**config.mk**
```make
export PLATFORM = sky130hd
export DESIGN_NAME = mbus_tx_framer_flat
export DESIGN_NICKNAME = d
export VERILOG_FILES = /design/src/rtl/mbus_tx_framer_if.sv /design/src/rtl/mbus_tx_framer.sv /design/src/flat_wrapper.sv
export SDC_FILE = /design/constraint.sdc
export NUM_CORES = 1
export LEC_CHECK = 0
export CAP_MARGIN = 20
export CORE_AREA = 2 2 118 120
export DETAILED_ROUTE_END_ITERATION = 16
export DIE_AREA = 0 0 120 122
export GPL_TIMING_DRIVEN = 0
export PLACE_DENSITY = 0.77
export SLEW_MARGIN = 10
export SYNTH_ARGS = -nofsm -noshare
export SYNTH_HDL_FRONTEND = slang
export SYNTH_SLANG_ARGS = --single-unit
export TNS_END_PERCENT = 100
```
**constraint.sdc**
```tcl
create_clock -name clk -period 3.2 [get_ports clk]
set_input_delay 0.64 -clock clk [delete_from_list [all_inputs] [get_ports clk]]
set_output_delay 0.64 -clock clk [all_outputs]
set_load 0.01 [all_outputs]
```
**src/rtl/mbus_tx_framer_if.sv**
```systemverilog
// ----------------------------------------------------------------------------
// mbus_tx_framer_if
// Bus bundle between the MBUS transmit-frame builder and its surroundings.
//   Memory read port : rd_en, rd_sel (0=LDUB 1=LCUCB 2=LCUDB), rd_addr, rd_data
//   TX buffer port   : tx_buf_wren, tx_buf_waddr, tx_buf_wdata
//   Frame completion : tx_data_len, tx_start
// Modports:
//   master - the framer (drives reads and buffer writes, receives rd_data)
//   slave  - memory/buffer side (returns rd_data)
// ----------------------------------------------------------------------------
`timescale 1ns/1ps
interface mbus_tx_framer_if #(
    parameter int AW     = 24,
    parameter int BUF_AW = 11
);
    logic              rd_en;
    logic [1:0]        rd_sel;
    logic [AW-1:0]     rd_addr;
    logic [7:0]        rd_data;
    logic              tx_buf_wren;
    logic [BUF_AW-1:0] tx_buf_waddr;
    logic [7:0]        tx_buf_wdata;
    logic [BUF_AW-1:0] tx_data_len;
    logic              tx_start;

    modport master (
        output rd_en, rd_sel, rd_addr,
        input  rd_data,
        output tx_buf_wren, tx_buf_waddr, tx_buf_wdata,
        output tx_data_len, tx_start
    );

    modport slave (
        input  rd_en, rd_sel, rd_addr,
        output rd_data,
        input  tx_buf_wren, tx_buf_waddr, tx_buf_wdata,
        input  tx_data_len, tx_start
    );
endinterface

```
**src/rtl/mbus_tx_framer.sv**
```systemverilog
// ----------------------------------------------------------------------------
// mbus_tx_framer
// MBUS transmit-frame builder. On each accepted request it writes a 4-byte
// header (DA, SA, FC, mode), CMD_LEN command bytes, the card type byte and
// PAYLOAD_LEN payload bytes into the TX buffer, then pulses tx_start.
// Command/payload bytes come from one shared pipelined read port with a
// latency of RD_LAT cycles.
//
// Optional feature: define MBUS_TX_CSUM_EN to append an XOR checksum byte
// after the payload (frame length grows by one).
//
// Ports:
//   clk, reset        clock, asynchronous active-high reset
//   i_ini_done        init complete; rising edge snapshots rack/slot
//   i_rack_id/slot_id rack and slot numbers
//   i_req             1-cycle frame request
//   i_req_mode/addr   mode byte and base address, sampled with i_req
//   o_busy            frame build in progress
//   o_req_drop        1-cycle pulse: request ignored because busy
//   bus               memory read port, TX buffer port, tx_start/tx_data_len
// ----------------------------------------------------------------------------
`timescale 1ns/1ps
module mbus_tx_framer #(
    parameter int          AW          = 24,
    parameter int          BUF_AW      = 11,
    parameter int          CMD_LEN     = 5,
    parameter int          PAYLOAD_LEN = 128,
    parameter int          RD_LAT      = 2,
    parameter logic [7:0]  DA_VAL      = 8'hFE,
    parameter logic [7:0]  FC_VAL      = 8'h20,
    parameter logic [7:0]  TYPE_VAL    = 8'h60,
    parameter logic [7:0]  DL_MODE     = 8'h02
) (
    input  logic          clk,
    input  logic          reset,
    input  logic          i_ini_done,
    input  logic [2:0]    i_rack_id,
    input  logic [3:0]    i_slot_id,
    input  logic          i_req,
    input  logic [7:0]    i_req_mode,
    input  logic [AW-1:0] i_req_addr,
    output logic          o_busy,
    output logic          o_req_drop,
    mbus_tx_framer_if.master bus
);

    localparam int MAX_LEN = (CMD_LEN > PAYLOAD_LEN) ? CMD_LEN : PAYLOAD_LEN;
    localparam int CNT_W   = $clog2(MAX_LEN + 1);

    localparam logic [CNT_W-1:0] CMD_CNT   = CNT_W'(CMD_LEN);
    localparam logic [CNT_W-1:0] CMD_LAST  = CNT_W'(CMD_LEN - 1);
    localparam logic [CNT_W-1:0] PAY_CNT   = CNT_W'(PAYLOAD_LEN);
    localparam logic [CNT_W-1:0] PAY_LAST  = CNT_W'(PAYLOAD_LEN - 1);
    localparam logic [CNT_W-1:0] CNT_ONE   = CNT_W'(1);
    localparam logic [AW-1:0]    AW_ONE    = AW'(1);
    localparam logic [AW-1:0]    DL_DATA_A = AW'(8);
    localparam logic [BUF_AW-1:0] BUF_ONE  = BUF_AW'(1);
`ifdef MBUS_TX_CSUM_EN
    localparam logic [BUF_AW-1:0] FRAME_LEN = BUF_AW'(6 + CMD_LEN + PAYLOAD_LEN);
`else
    localparam logic [BUF_AW-1:0] FRAME_LEN = BUF_AW'(5 + CMD_LEN + PAYLOAD_LEN);
`endif

    typedef enum logic [2:0] {
        S_WAIT_INI,
        S_READY,
        S_HDR,
        S_CMD,
        S_TYPE,
        S_DATA,
`ifdef MBUS_TX_CSUM_EN
        S_CSUM,
`endif
        S_DONE
    } state_t;

    state_t             r_state;
    state_t             w_state_next;

    logic               r_ini_d;
    logic [2:0]         r_rack;
    logic [3:0]         r_slot;
    logic [7:0]         r_sa;
    logic [7:0]         r_mode;
    logic [AW-1:0]      r_addr;
    logic [AW-1:0]      r_rd_addr;
    logic [CNT_W-1:0]   r_issue_cnt;
    logic [CNT_W-1:0]   r_wr_cnt;
    logic [BUF_AW-1:0]  r_waddr;
    logic [BUF_AW-1:0]  r_len;
    // Bit k set: a read issued k+1 cycles ago is in flight. Reads return in
    // issue order, so the buffer address is simply the running r_waddr.
    logic [RD_LAT-1:0]  r_vld;
`ifdef MBUS_TX_CSUM_EN
    logic [7:0]         r_csum;
`endif

    logic               w_ini_rise;
    logic               w_dl;
    logic [7:0]         w_sa;
    logic               w_pipe_wr;
    logic               w_accept;
    logic               w_rd_en;
    logic [1:0]         w_rd_sel;
    logic [AW-1:0]      w_rd_addr;
    logic               w_wren;
    logic [BUF_AW-1:0]  w_waddr;
    logic [7:0]         w_wdata;
    logic               w_tx_start;
    logic               w_busy;
    logic               w_req_drop;

    assign w_ini_rise = i_ini_done & ~r_ini_d;
    assign w_dl       = (r_mode == DL_MODE);
    // SA = rack*14 + 14 - slot, deliberately kept to 8 bits with wrap.
    assign w_sa       = ({5'b0, r_rack} * 8'd14) + 8'd14 - {4'b0, r_slot};
    assign w_pipe_wr  = r_vld[RD_LAT-1];

    always_comb begin
        w_state_next = r_state;
        w_accept     = 1'b0;
        w_rd_en      = 1'b0;
        w_rd_sel     = 2'd0;
        w_rd_addr    = '0;
        w_wren       = 1'b0;
        w_waddr      = '0;
        w_wdata      = 8'h00;
        w_tx_start   = 1'b0;
        w_busy       = 1'b0;

        // Returning read data; only ever in flight during CMD and DATA.
        if (w_pipe_wr) begin
            w_wren  = 1'b1;
            w_waddr = r_waddr;
            w_wdata = bus.rd_data;
        end

        case (r_state)
            S_WAIT_INI: begin
                if (w_ini_rise) w_state_next = S_READY;
            end
            S_READY: begin
                if (i_req) begin
                    w_accept     = 1'b1;
                    w_state_next = S_HDR;
                end
            end
            S_HDR: begin
                w_busy  = 1'b1;
                w_wren  = 1'b1;
                w_waddr = r_waddr;
                case (r_waddr[1:0])
                    2'd0:    w_wdata = DA_VAL;
                    2'd1:    w_wdata = r_sa;
                    2'd2:    w_wdata = FC_VAL;
                    default: w_wdata = r_mode;
                endcase
                if (r_waddr[1:0] == 2'd3) w_state_next = S_CMD;
            end
            S_CMD: begin
                w_busy = 1'b1;
                if (r_issue_cnt < CMD_CNT) begin
                    w_rd_en   = 1'b1;
                    w_rd_sel  = w_dl ? 2'd0 : 2'd1;
                    w_rd_addr = r_rd_addr;
                end
                // Leave only once the last command byte has landed, so the
                // type byte follows it directly and DATA starts with an empty pipe.
                if (w_pipe_wr && (r_wr_cnt == CMD_LAST)) w_state_next = S_TYPE;
            end
            S_TYPE: begin
                w_busy       = 1'b1;
                w_wren       = 1'b1;
                w_waddr      = r_waddr;
                w_wdata      = TYPE_VAL;
                w_state_next = S_DATA;
            end
            S_DATA: begin
                w_busy = 1'b1;
                if (r_issue_cnt < PAY_CNT) begin
                    w_rd_en   = 1'b1;
                    w_rd_sel  = w_dl ? 2'd0 : 2'd2;
                    w_rd_addr = r_rd_addr;
                end
                if (w_pipe_wr && (r_wr_cnt == PAY_LAST)) begin
`ifdef MBUS_TX_CSUM_EN
                    w_state_next = S_CSUM;
`else
                    w_state_next = S_DONE;
`endif
                end
            end
`ifdef MBUS_TX_CSUM_EN
            S_CSUM: begin
                w_busy       = 1'b1;
                w_wren       = 1'b1;
                w_waddr      = r_waddr;
                w_wdata      = r_csum;
                w_state_next = S_DONE;
            end
`endif
            S_DONE: begin
                w_busy     = 1'b1;
                w_tx_start = 1'b1;
                // A request coinciding with tx_start starts the next frame.
                if (i_req) begin
                    w_accept     = 1'b1;
                    w_state_next = S_HDR;
                end else begin
                    w_state_next = S_READY;
                end
            end
            default: w_state_next = S_WAIT_INI;
        endcase
    end

    assign w_req_drop = i_req & w_busy & ~w_accept;

    always_ff @(posedge clk or posedge reset) begin
        if (reset) begin
            r_vld <= '0;
        end else begin
            for (int k = RD_LAT - 1; k > 0; k--) r_vld[k] <= r_vld[k-1];
            r_vld[0] <= w_rd_en;
        end
    end

    always_ff @(posedge clk or posedge reset) begin
        if (reset) begin
            r_state     <= S_WAIT_INI;
            r_ini_d     <= 1'b0;
            r_rack      <= '0;
            r_slot      <= '0;
            r_sa        <= '0;
            r_mode      <= '0;
            r_addr      <= '0;
            r_rd_addr   <= '0;
            r_issue_cnt <= '0;
            r_wr_cnt    <= '0;
            r_waddr     <= '0;
            r_len       <= '0;
`ifdef MBUS_TX_CSUM_EN
            r_csum      <= '0;
`endif
        end else begin
            r_state <= w_state_next;
            r_ini_d <= i_ini_done;

            if (w_ini_rise) begin
                r_rack <= i_rack_id;
                r_slot <= i_slot_id;
            end

            if (w_wren)    r_waddr <= r_waddr + BUF_ONE;
            if (w_pipe_wr) r_wr_cnt <= r_wr_cnt + CNT_ONE;
            if (w_rd_en) begin
                r_rd_addr   <= r_rd_addr + AW_ONE;
                r_issue_cnt <= r_issue_cnt + CNT_ONE;
            end

            // Arm the command read phase on the last header byte.
            if ((r_state == S_HDR) && (r_waddr[1:0] == 2'd3)) begin
                r_rd_addr   <= w_dl ? '0 : (r_addr >> 4);
                r_issue_cnt <= '0;
                r_wr_cnt    <= '0;
            end

            // Arm the payload read phase while the type byte is written.
            if (r_state == S_TYPE) begin
                r_rd_addr   <= w_dl ? DL_DATA_A : r_addr;
                r_issue_cnt <= '0;
                r_wr_cnt    <= '0;
            end

            if (w_state_next == S_DONE) r_len <= FRAME_LEN;

`ifdef MBUS_TX_CSUM_EN
            if (w_wren && (r_state != S_CSUM)) r_csum <= r_csum ^ w_wdata;
`endif

            if (w_accept) begin
                r_mode  <= i_req_mode;
                r_addr  <= i_req_addr;
                r_sa    <= w_sa;
                r_waddr <= '0;
`ifdef MBUS_TX_CSUM_EN
                r_csum  <= '0;
`endif
            end
        end
    end

    assign bus.rd_en        = w_rd_en;
    assign bus.rd_sel       = w_rd_sel;
    assign bus.rd_addr      = w_rd_addr;
    assign bus.tx_buf_wren  = w_wren;
    assign bus.tx_buf_waddr = w_waddr;
    assign bus.tx_buf_wdata = w_wdata;
    assign bus.tx_start     = w_tx_start;
    assign bus.tx_data_len  = r_len;
    assign o_busy           = w_busy;
    assign o_req_drop       = w_req_drop;

endmodule
```
**src/flat_wrapper.sv**
```systemverilog
// flat-port wrapper written by rule: the top's interface ports become plain ports
module mbus_tx_framer_flat 
#(
    parameter int          AW          = 24,
    parameter int          BUF_AW      = 11,
    parameter int          CMD_LEN     = 5,
    parameter int          PAYLOAD_LEN = 128,
    parameter int          RD_LAT      = 2,
    parameter logic [7:0]  DA_VAL      = 8'hFE,
    parameter logic [7:0]  FC_VAL      = 8'h20,
    parameter logic [7:0]  TYPE_VAL    = 8'h60,
    parameter logic [7:0]  DL_MODE     = 8'h02
)
  (clk, reset, i_ini_done, i_rack_id, i_slot_id, i_req, i_req_mode, i_req_addr, o_busy, o_req_drop, bus_rd_en, bus_rd_sel, bus_rd_addr, bus_rd_data, bus_tx_buf_wren, bus_tx_buf_waddr, bus_tx_buf_wdata, bus_tx_data_len, bus_tx_start);
  mbus_tx_framer_if #(.AW(AW), .BUF_AW(BUF_AW)) bus_i ();
  input  logic clk;
  input  logic reset;
  input  logic i_ini_done;
  input  logic [2:0] i_rack_id;
  input  logic [3:0] i_slot_id;
  input  logic i_req;
  input  logic [7:0] i_req_mode;
  input  logic [AW-1:0] i_req_addr;
  output logic o_busy;
  output logic o_req_drop;
  output wire logic [$bits(bus_i.rd_en)-1:0] bus_rd_en;
  output wire logic [$bits(bus_i.rd_sel)-1:0] bus_rd_sel;
  output wire logic [$bits(bus_i.rd_addr)-1:0] bus_rd_addr;
  input wire logic [$bits(bus_i.rd_data)-1:0] bus_rd_data;
  output wire logic [$bits(bus_i.tx_buf_wren)-1:0] bus_tx_buf_wren;
  output wire logic [$bits(bus_i.tx_buf_waddr)-1:0] bus_tx_buf_waddr;
  output wire logic [$bits(bus_i.tx_buf_wdata)-1:0] bus_tx_buf_wdata;
  output wire logic [$bits(bus_i.tx_data_len)-1:0] bus_tx_data_len;
  output wire logic [$bits(bus_i.tx_start)-1:0] bus_tx_start;
  assign bus_rd_en = bus_i.rd_en;
  assign bus_rd_sel = bus_i.rd_sel;
  assign bus_rd_addr = bus_i.rd_addr;
  assign bus_i.rd_data = bus_rd_data;
  assign bus_tx_buf_wren = bus_i.tx_buf_wren;
  assign bus_tx_buf_waddr = bus_i.tx_buf_waddr;
  assign bus_tx_buf_wdata = bus_i.tx_buf_wdata;
  assign bus_tx_data_len = bus_i.tx_data_len;
  assign bus_tx_start = bus_i.tx_start;
  mbus_tx_framer #(.AW(AW), .BUF_AW(BUF_AW), .CMD_LEN(CMD_LEN), .PAYLOAD_LEN(PAYLOAD_LEN), .RD_LAT(RD_LAT), .DA_VAL(DA_VAL), .FC_VAL(FC_VAL), .TYPE_VAL(TYPE_VAL), .DL_MODE(DL_MODE)) u_core (.clk(clk), .reset(reset), .i_ini_done(i_ini_done), .i_rack_id(i_rack_id), .i_slot_id(i_slot_id), .i_req(i_req), .i_req_mode(i_req_mode), .i_req_addr(i_req_addr), .o_busy(o_busy), .o_req_drop(o_req_drop), .bus(bus_i));
endmodule
```
# Word-level counts from Yosys, hierarchy flattened

Cells that the tools add are included.

Output and inout port bits: 61
Bits in registers: 105
Word-level logic and storage cells: 93
Input port bits: 51

Bitwise gates (word level): 5
Reduce and logical (&&, ||, !) cells: 11
Magnitude comparators: 2
Add/subtract/negate cells: 6
Multiplexer cells: 42
Equal/unequal tests: 13
Multipliers: 1

Operators with widths:

| operator                                                                      | count |
|---|---|
| 24-bit 2-to-1 mux                                                             | 6 |
| 8-bit 2-to-1 mux                                                              | 7 |
| 24-bit one-hot mux with 2 select lines                                        | 1 |
| 11-bit 2-to-1 mux                                                             | 4 |
| 24-bit by 1-bit adder with 24-bit output (second input constant)              | 1 |
| 8-bit one-hot mux with 3 select lines                                         | 1 |
| 3-bit one-hot mux with 7 select lines                                         | 1 |
| 20-bit 2-to-1 mux                                                             | 1 |
| 8-bit by 1-bit adder with 8-bit output (second input constant)                | 2 |
| 8-bit one-hot mux with 2 select lines                                         | 1 |
| 3-bit 2-to-1 mux                                                              | 5 |
| 3-bit equality test (second input constant)                                   | 4 |
| 11-bit by 1-bit adder with 11-bit output (second input constant)              | 1 |
| 1-bit 2-to-1 mux                                                              | 9 |
| 7-bit by 4-bit adder with 8-bit output (second input constant)                | 1 |
| 8-bit by 2-bit equality test with 1-bit output (second input constant)        | 1 |
| 8-bit by 3-bit equality test with 1-bit output (second input constant)        | 1 |
| 8-bit by 7-bit equality test with 1-bit output (second input constant)        | 1 |
| 8-bit by 3-bit less-than comparator with 1-bit output (second input constant) | 1 |
| 8-bit less-than comparator (second input constant)                            | 1 |
| 2-bit 2-to-1 mux                                                              | 4 |
| 8-bit by 4-bit subtractor with 8-bit output                                   | 1 |
| 3-bit by 2-bit equality test with 1-bit output (second input constant)        | 2 |
| 3-bit by 3-bit multiplier with 6-bit output (second input constant)           | 1 |
| other kinds (14)                                                              | 22 |

# Logic depth before layout (Yosys ltp)

Gate-level depths: netlist of the first run.

Word-level depth: 6
Gate-level depth with buffers: 11
Mapped depth without buffers: 11

# Worst setup path after synthesis of the first run

No wires, ideal clock.

Path kind: reg-to-reg
Start: reg u_core.r_rack[1]
End: reg u_core.r_sa[6]
Cell stages (with the launch flop): 11
Buffers on the path: 0
Data arrival time: 2.620 ns
Setup time: 0.143 ns
Clock period less this slack: 2.762 ns
Required time: 3.057 ns
Path slack: 0.438 ns
Cell sequence: dfrtp_1 -> fa_1 -> ha_1 -> fa_1 -> inv_1 -> ha_1 -> o21ai_0 -> o21ai_0 -> mux2i_1 -> xnor2_1 -> o21ai_0

Word-level cells in the longest chain between the ends: 3

Ends and longest elaborated chain:

| element                                     | RTL line              | RTL |
|---|---|---|
| from (decl)                                 | mbus_tx_framer.sv:81  | `logic [2:0] r_rack;` |
| from (signal assigned)                      | mbus_tx_framer.sv:250 | `r_rack <= i_rack_id;` |
| 3-bit by 3-bit multiplier with 6-bit output | mbus_tx_framer.sv:116 | `assign w_sa = ({5'b0, r_rack} * 8'd14) + 8'd14 - {4'b0, r_slot};` |
| 7-bit by 4-bit adder with 8-bit output      | mbus_tx_framer.sv:116 |  |
| 8-bit by 4-bit subtractor with 8-bit output | mbus_tx_framer.sv:116 |  |
| to (signal assigned)                        | mbus_tx_framer.sv:284 | `r_sa <= w_sa;` |
| to (decl)                                   | mbus_tx_framer.sv:83  | `logic [7:0] r_sa;` |

Every way passes these cells.
A chain may end at the register's enable or synchronous reset.

# Final worst setup path of the first run

Start: reg u_core.r_mode[3]
End: out bus_rd_sel[0]

Word-level cells in the longest chain between the ends: 4

Ends and longest elaborated chain:

| element                                        | RTL line              | RTL |
|---|---|---|
| from (decl)                                    | mbus_tx_framer.sv:84  | `logic [7:0] r_mode;` |
| from (signal assigned)                         | mbus_tx_framer.sv:282 | `r_mode <= i_req_mode;` |
| 8-bit by 2-bit equality test with 1-bit output | mbus_tx_framer.sv:114 | `assign w_dl = (r_mode == DL_MODE);` |
| 1-bit 2-to-1 mux                               | mbus_tx_framer.sv:164 | `w_rd_sel = w_dl ? 2'd0 : 2'd1;` |
| 2-bit 2-to-1 mux                               | mbus_tx_framer.sv:162 | `if (r_issue_cnt < CMD_CNT) begin` |
| 2-bit one-hot mux with 2 select lines          | mbus_tx_framer.sv:138 | `case (r_state)` |
| to (decl)                                      | flat_wrapper.sv:27    | `output wire logic [$bits(bus_i.rd_sel)-1:0] bus_rd_sel;` |

Every way passes these cells.

==> impl_metrics.toml, run 1 <==
[clock_network]
clock-root-buffer = "clkbuf_16"
h-tree-depth = 3
cts.clk_slew.worst_paths_ns = 0.07
cts_hold_buf = 0
cts_made_buffers = 9
clockBufferDepth = 2
cts_tree = "built"
cts.sinks = 105
clk_latency_ns = 0.37

[sta]
setup_viol = 0
slew_headroom_pct = 40.05
worst_slew_pin_slew_ns = 0.8911
holdWs_ns = 0.3722
fmax_mhz = 322.3
grt_setup_unrepaired = "false"
period_needed_ns = 3.103
fin_setup_tns_ns = 0
slew_violations = 0
fin_skew_ns = 0.01087
fin_crit_sh_pct = 96.95
hold_viol = 0

[global_routing]
grt_pass1_vias = 5627
met2_usage_pct = 39.24
track_usage_pct = 24.43
grt_first_pass_wirelength_um = 28230
grt_start_max_net_pins = 39
busiest_layer = "met2"
grtUsageMet1_pct = 33.20
overflow = 0
antenna_found_initial = 0
met3_usage_pct = 3.324

[routing]
detail-route-antenna-nets = 0
viasPerCell = 5.590
drtIter0Drc = 531
drc = 0
num_vias = 5965
drt-wirelength-per-cell_um = 16.36
routed_wl_um = 17460
drtPass1Iterations = 7

[power]
p_int_mw = 4.151
power.share.clock_pct = 16.3
swShare_pct = 42.12
power_switching_mw = 3.021
leakage_nw = 3.685
seqPwrFrac_pct = 33.0
ir_drop_mv = 0.5285
p_comb_share_pct = 50.7
p_per_area_mw_per_mm2 = 878.7

[final_layout]
fillCellCount = 1213
drive_above_1_share_pct = 9.808
design_area_mm2 = 0.008162
area_growth_pct = 26.46
insertedDiodeCount = 0
regArea_mm2 = 0.002630
multiInputGateArea_mm2 = 0.003470
fin_nets = 958
stdcell_count = 1067

[floorplanning]
core-area_mm2 = 0.01350
rows = 43
die_h_um = 122
io_pins = 112
fp.dieArea_mm2 = 0.01464
die_w_um = 120
start_util_pct = 47.79

[synth]
yosysMostFrequentCell = "nand2_1"
synth.avg_cell_area_um2 = 8.514
yosysWarnings = 0
synth_area_leaders = "dfrtp_1, nand2_1, ha_1"
async_flop_share_pct = 100.0
netlist_area_mm2 = 0.006454
synthTopCellsByCount = "nand2_1, dfrtp_1, nor2_1, o21ai_0, and2_1"
synth_edf_count = 0
synth_cell_types = 73
synthCells = 758
synth_top_area_share_pct = 40.71
ys_ff_latch = 105
ys_seq_area_share_pct = 40.71
synthFlopType = "dfrtp_1"
synth_area_leader_cell = "dfrtp_1"

[placed_design]
hpwl_um = 12940
place_congestion = 0.9321
place_inst = 1051
io_buffers = 103
place_area_mm2 = 0.007800

[critical_path]
worstPathArrival_ns = 2.46
cp-start-kind = "flop"
end_kind = "output pin"
critPathSlowestCell = "or4b_1"
slowest_delay_ns = 0.58
crit_required_ns = 2.56
worstSetupPathType = "flop to output pin"
crit_family = "simple AND/OR/NAND/NOR gates"
critPathBufInv = 2
cp_cell_sequence = "or4b_1 -> nor2_2 -> buf_4 -> nor2_1 -> clkdlybuf4s50_1"
critical_path.max_fanout = 10

[flow_run]
drv_cap = 0

[min_path]
worst_hold_path_type = "flop to flop"

[outcome]
status = "finished, final reports clean"
==> worst paths after layout <==
| kind | slack [ns] | to | cells past startpoint | startpoint |
|---|---|---|---|---|
| worst max register to register | 0.25 | u_core.r_sa[6] | 10 | u_core.r_rack[1] |
| min in group asynchronous | 0.55 | u_core.r_waddr[7] | 2 | reset |
| max in group asynchronous | 1.98 | u_core.r_rd_addr[4] | 4 | reset |
| worst min-delay path | 0.37 | u_core.r_vld[1] | 0 | u_core.r_vld[0] |
| worst min register to register | 0.37 | u_core.r_vld[1] | 0 | u_core.r_vld[0] |
| worst max-delay path | 0.1 | bus_rd_sel[0] | 5 | u_core.r_mode[3] |
==> through the flow <==
| step | worst slack, ns | power (mW) | util (%) |
|---|---|---|---|
| 2_1_floorplan | 0.4380 | 4.521 | - |
| 6_report | 0.09746 | 7.171 | 60.44 |
| 3_3_place_gp | 0.1033 | 5.832 | 57.31 |
| 3_5_place_dp | 0.06256 | 5.898 | 57.76 |
| 5_1_grt | 0.01178 | 7.720 | 60.44 |
| 4_1_cts | 0.007053 | 7.131 | 60.30 |
==> cells by family after synthesis <==
kind of cell,count (synthesis),share of synthesized area [%]
DFF,105,40.71
and+or+nand+nor,346,26.39
adders and majority gates,25,5.312
buffers and inverters,87,6.340
xor gates and xnor gates,31,4.207
other,1,0.05811
AOI/OAI and AO/OA,156,15.80
muxes,7,1.183
==> timing repair <==
action | in CTS | in global routing
pin swaps | 0 | 1
cloned | 0 | 0
setup endpoints to repair | 27 | 41
gates resized for setup | 11 | 16
setup buffers | 0 | 3
==> per-layer routing <==
metal / part of all wire, % / wire length (um)
met2: 47 / 8182
met3: 6.2 / 1090
met4: 2.5 / 437
met5: 0 / 0
met1: 44 / 7750
==> layout make-up <==
class,instances,share of cell area (%)
Sequential cell,105,32.22
Clock buffer,14,3.357
Tap cell,180,2.759
Multi-Input combinational cell,573,42.51
Timing Repair Buffer,109,13.64
Clock inverter,2,0.4293
Inverter,31,1.472
Buffer,53,3.603
==> power groups by stage <==
stage	Clock (mW)	Combinational (mW)	Sequential, mW
global placement	0	3.47	2.36
detailed placement	0	3.54	2.36
global route	1.23	4.05	2.43
floorplan	0	2.34	2.18
finish	1.17	3.63	2.37
CTS	1.18	3.61	2.35
==> cell usage in the layout, fill, tap and decap left out, types with 4 or more instances in the layout <==
cell type        instances
nand2_1                147
clkdlybuf4s50_1        103
dfrtp_1                103
nor2_1                  60
and2_1                  37
o21ai_0                 36
a21oi_1                 32
inv_1                   29
xor2_1                  22
nand3_1                 20
nand4_1                 20
ha_1                    20
buf_2                   18
buf_4                   15
clkbuf_1                13
o22ai_1                 13
and3_1                  13
a22oi_1                  9
xnor2_1                  9
clkbuf_16                9
a31oi_1                  8
conb_1                   8
o21a_1                   7
nor3_1                   7
clkbuf_2                 7
a32o_1                   6
nand2b_1                 5
o31ai_1                  5
a21o_1                   5
nor4_1                   5
a211oi_1                 5
mux2_2                   5
o21ai_1                  4
or2_2                    4
fa_1                     4
==> state kept, by name, indices dropped and copies added (netlist names) <==
register / count
u_core.r_rd_addr: 24
u_core.r_state: 3
u_core.r_issue_cnt: 8
u_core.r_addr: 24
u_core.r_slot: 4
u_core.r_waddr: 11
u_core.r_sa: 8
u_core.r_mode: 8
u_core.r_vld: 2
u_core.bus.tx_data_len: 1
u_core.r_ini_d: 1
u_core.r_wr_cnt: 8
u_core.r_rack: 3
No activity file was read; power rests on OpenSTA's default activity.
==> run 2, diff against run 1 <==
--- a/config.mk
+++ b/config.mk
@@ -11,7 +11,7 @@
 export DIE_AREA = 0 0 120 122
 export GPL_TIMING_DRIVEN = 0
 export PLACE_DENSITY = 0.77
-export SLEW_MARGIN = 10
+export SLEW_MARGIN = 0
 export SYNTH_ARGS = -nofsm -noshare
 export SYNTH_HDL_FRONTEND = slang
 export SYNTH_SLANG_ARGS = --single-unit
==> impl_metrics.toml, run 2 (same netlist as run 1, synthesis figures left out) <==
[outcome]
status = "finished, final reports clean"

[clock_network]
cts.sinks = 105
cts_tree = "built"
clockBufferDepth = 2
cts.clk_slew.worst_paths_ns = 0.07
clk_latency_ns = 0.36
h-tree-depth = 3
clock-root-buffer = "clkbuf_16"
cts_made_buffers = 9

[placed_design]
place_congestion = 0.9321
io_buffers = 103
dpl_worst_slack_ns = 0.06777
place_inst = 1050
hpwl_um = 12970

[sta]
slew_violations = 0
hold_viol = 0
fin_skew_ns = 0.006457
fin_crit_sh_pct = 97.14
worst_slack_ns = 0.09166
period_needed_ns = 3.108
grt_setup_unrepaired = "false"
fmax_mhz = 321.7
slew_headroom_pct = 36.05
fin_setup_tns_ns = 0
worst_slew_pin_slew_ns = 0.9505
setup_viol = 0

[global_routing]
grt_pass1_vias = 5755
track_usage_pct = 25.25
overflow = 0
antenna_found_initial = 0
grt_first_pass_wirelength_um = 29150
grt_start_max_net_pins = 42

[power]
p_int_mw = 4.270
swShare_pct = 41.90
p_comb_share_pct = 49.8
seqPwrFrac_pct = 32.4
power.share.clock_pct = 17.9
p_total_mw = 7.348
leakage_nw = 3.708
ir_drop_mv = 0.6020
p_per_area_mw_per_mm2 = 896.1
power_switching_mw = 3.079

[routing]
drc = 0
num_vias = 6112
drtIter0Drc = 546
drtPass1Iterations = 5
viasPerCell = 5.734
routed_wl_um = 17830
drt-wirelength-per-cell_um = 16.72
detail-route-antenna-nets = 0

[final_layout]
final_cell_mix = "nand2_1, dfrtp_1, clkdlybuf4s50_1"
drive_above_1_share_pct = 10.16
layout_commonest_cell = "nand2_1"
insertedDiodeCount = 0
stdcell_count = 1066
reg.largest.list = "u_core.r_addr (24), u_core.r_rd_addr (24), u_core.r_waddr (11)"
fillCellCount = 1196
area_growth_pct = 27.06
fin_nets = 957
final_util_pct = 60.72

[floorplanning]
start_util_pct = 47.79
die_w_um = 120
rows = 43
io_pins = 112
die_h_um = 122
fp.dieArea_mm2 = 0.01464
core-area_mm2 = 0.01350

[critical_path]
cp-start-kind = "flop"
worstSetupPathType = "flop to output pin"
r2r_cells = 10
crit_required_ns = 2.56
end_kind = "output pin"
worstPathArrival_ns = 2.47
critical_path.max_fanout = 9

[min_path]
min_path_cells = 0
worst_hold_path_type = "flop to flop"

[flow_run]
drv_cap = 0
==> run 2: power by group through the flow <==
stage	registers, mW	logic [mW]	clock network [mW]
2_1_floorplan	2.18	2.34	0
3_3_place_gp	2.36	3.47	0
3_5_place_dp	2.36	3.54	0
4_1_cts	2.35	3.62	1.33
5_1_grt	2.44	4.08	1.40
6_report	2.38	3.66	1.31
==> run 2: metrics by stage <==
| step | hold slack, ns | area, um2 |
|---|---|---|
| after CTS | 0.3675 | 8169 |
| after global placement | 0.3473 | 7740 |
| final | 0.3676 | 8200 |
| after floorplan | 0.3312 | 6484 |
| after detailed placement | 0.3450 | 7780 |
| after global routing | 0.3702 | 8200 |
==> run 2: worst max-delay path, cell delays in order, from the launching register on <==
cell and delay, ns:
dfrtp_1 0.41, or4b_1 0.61, or2_1 0.25, buf_2 0.18
and2_1 0.18, clkdlybuf4s50_1 0.47
==> run 2: routing by layer <==
layer	share of wire [%]	routed length, um	track usage, %	vias up
met5	0	0	0	-
met4	2.2	400	8.750	0
met3	6.9	1229	5.618	35
met2	49	8670	40.84	289
met1	42	7526	33.57	2928
li1	-	-	-	2860
==> run 2: what timing repair did <==
item	in CTS	in global routing
resized for setup	12	18
buffers inserted	0	3
hold buffers	0	0
hold endpoints to repair	0	0
pin swaps	0	2
setup endpoints to repair	27	42
==> run 2: worst paths after layout <==
kind	startpoint	endpoint	slack, ns
max reg2reg	u_core.r_rack[1]	u_core.r_sa[6]	0.23
max	u_core.r_mode[3]	bus_rd_sel[1]	0.09
min reg2reg	u_core.r_vld[0]	u_core.r_vld[1]	0.37
min in group asynchronous	reset	u_core.r_wr_cnt[7]	0.75
min	u_core.r_vld[0]	u_core.r_vld[1]	0.37
max in group asynchronous	reset	u_core.r_rd_addr[4]	1.78
==> run 2: cell type report <==
cell class / instances / area [um2] / share of cell area, %
Inverter: 31 / 120.1 / 1.465
Timing Repair Buffer: 108 / 1096 / 13.37
Buffer: 53 / 294.0 / 3.586
Clock buffer: 10 / 239.0 / 2.914
Clock inverter: 6 / 113.9 / 1.388
Sequential cell: 105 / 2630 / 32.07
Multi-Input combinational cell: 573 / 3482 / 42.46
Tap cell: 180 / 225.2 / 2.746
==> run 3, diff against run 2 <==
--- a/config.mk
+++ b/config.mk
@@ -11,6 +11,7 @@
 export DIE_AREA = 0 0 120 122
 export GPL_TIMING_DRIVEN = 0
 export PLACE_DENSITY = 0.77
+export SETUP_SLACK_MARGIN = 0.1
 export SLEW_MARGIN = 0
 export SYNTH_ARGS = -nofsm -noshare
 export SYNTH_HDL_FRONTEND = slang
==> impl_metrics.toml, run 3 (same netlist as run 1, synthesis figures left out) <==
[outcome]
status = "finished, final reports clean"

[placed_design]
dpl_worst_slack_ns = 0.06777
place_congestion = 0.9321
hpwl_um = 12970
io_buffers = 103

[global_routing]
grt_start_max_net_pins = 42
track_usage_pct = 25.25
overflow = 0
met2_usage_pct = 40.70
busiest_layer = "met2"
grt_pass1_vias = 5752
antenna_found_initial = 0
grt_first_pass_wirelength_um = 29120
grtUsageMet1_pct = 33.60
met3_usage_pct = 5.665

[final_layout]
reg.largest.list = "u_core.r_addr (24), u_core.r_rd_addr (24), u_core.r_waddr (11)"
layout_commonest_cell = "nand2_1"
drive_above_1_share_pct = 12.01
final_cell_mix = "nand2_1, dfrtp_1, clkdlybuf4s50_1"
insertedDiodeCount = 0
area_growth_pct = 29.31
fin_nets = 970

[floorplanning]
die_w_um = 120
io_pins = 112
fp.dieArea_mm2 = 0.01464
core-area_mm2 = 0.01350
rows = 43
start_util_pct = 47.79
die_h_um = 122

[min_path]
min-delay-start = "u_core.r_vld[0]"
hold_path_end = "u_core.r_vld[1]"
worst_hold_path_type = "flop to flop"
min_path_cells = 0

[critical_path]
critPathSlowestCell = "clkdlybuf4s50_1"
cp_cell_sequence = "buf_4 -> and4bb_2 -> a31oi_4 -> inv_2 -> clkbuf_4 -> and2_1 -> clkdlybuf4s50_1"
end_kind = "output pin"
worstReg2RegStart = "u_core.r_rack[1]"
worstSetupPathType = "flop to output pin"
slowest_delay_ns = 0.53
critPathBufInv = 4
cp-start-kind = "flop"
worstPathArrival_ns = 2.40
ff2ff_setup_slack_ns = 0.31
crit_family = "buffers and inverters"
r2r-end = "u_core.r_sa[6]"
crit_required_ns = 2.56
r2r_cells = 10
critical_path.max_fanout = 11

[routing]
drt-wirelength-per-cell_um = 16.62
num_vias = 6099
detail-route-antenna-nets = 0
drtIter0Drc = 599
drtPass1Iterations = 5
drc = 0
viasPerCell = 5.652
routed_wl_um = 17930

[clock_network]
clock-root-buffer = "clkbuf_16"
clockBufferDepth = 2
cts_made_buffers = 9
cts.sinks = 105
cts_tree = "built"
clk_latency_ns = 0.36
cts.clk_slew.worst_paths_ns = 0.07
cts_hold_buf = 0
h-tree-depth = 3

[sta]
worst_slack_ns = 0.1633
period_needed_ns = 3.037
grt_setup_unrepaired = "true"
fin_setup_tns_ns = 0
hold_viol = 0
holdWs_ns = 0.3647
slew_headroom_pct = 36.31
setup_viol = 0
fin_skew_ns = 0.007428
fin_crit_sh_pct = 94.90
fmax_mhz = 329.3
worst_slew_pin_slew_ns = 0.9467
slew_violations = 0

[power]
seqPwrFrac_pct = 31.4
ir_drop_mv = 0.6035
leakage_nw = 3.942
p_int_mw = 4.401
p_per_area_mw_per_mm2 = 903.0
power.share.clock_pct = 17.4
swShare_pct = 41.60
power_switching_mw = 3.135
p_comb_share_pct = 51.3

[flow_run]
drv_cap = 0
[run 3: worst register-to-register path, stage by stage, from the launching register on]
cell     delay (ns)
dfrtp_2        0.45
fa_1           0.47
ha_1           0.22
fa_1           0.52
inv_1          0.05
ha_1           0.32
o21ai_0        0.09
o21ai_1        0.15
mux2i_1        0.23
xnor2_1        0.15
o21ai_0        0.09
[run 3: repair_timing]
| item | 4_1_cts | 5_1_grt |
|---|---|---|
| pin swaps | 2 | 2 |
| resized for setup | 18 | 28 |
| setup endpoints to repair | 37 | 47 |
| buffers inserted | 4 | 11 |
[run 3: area by class of cell]
cell class	instances	area (um2)
timing repair buffer	120	1211
sequential	105	2631
multi-input combinational	573	3496
clock inverter	6	113.9
clock buffer	10	239.0
inverter	31	120.1
buffer	54	309.0
fill	1176	5159
tap	180	225.2
[run 3: power by group through the flow]
stage	combinational, mW	sequential (mW)	clock (mW)
floorplan	2.34	2.18	0
global placement	3.47	2.36	0
detailed placement	3.54	2.36	0
CTS	3.74	2.35	1.33
global route	4.29	2.42	1.40
finish	3.86	2.36	1.31
[run 3: how the worst max path moves through the flow]
stage	from	to	cells after the start
5_1_grt	u_core.r_state[2]	bus_rd_addr[13]	7
4_1_cts	u_core.r_mode[3]	bus_rd_sel[0]	5
3_3_place_gp	u_core.r_issue_cnt[3]	bus_rd_addr[22]	7
2_1_floorplan	u_core.r_rack[1]	u_core.r_sa[6]	10
3_5_place_dp	u_core.r_issue_cnt[3]	bus_rd_addr[20]	7
6_report	u_core.r_state[2]	bus_rd_addr[1]	7
[run 3: per-stage QoR]
| stage | utilization (%) | instances | area (um2) | power (mW) |
|---|---|---|---|---|
| 5_1_grt | 61.80 | 1079 | 8346 | 8.109 |
| 3_3_place_gp | 57.31 | 1048 | 7740 | 5.832 |
| 2_1_floorplan | - | 765 | 6484 | 4.521 |
| 4_1_cts | 60.78 | 1069 | 8208 | 7.427 |
| 3_5_place_dp | 57.61 | 1050 | 7780 | 5.901 |
| 6_report | 61.80 | 1079 | 8346 | 7.536 |
[run 3: metal layers]
layer / part of all wire [%] / vias up / wire (um)
met5: 0 / - / 0
met3: 6.8 / 43 / 1221
met4: 2.6 / 0 / 467
met1: 42 / 2891 / 7564
met2: 48 / 271 / 8676
li1: - / 2894 / -
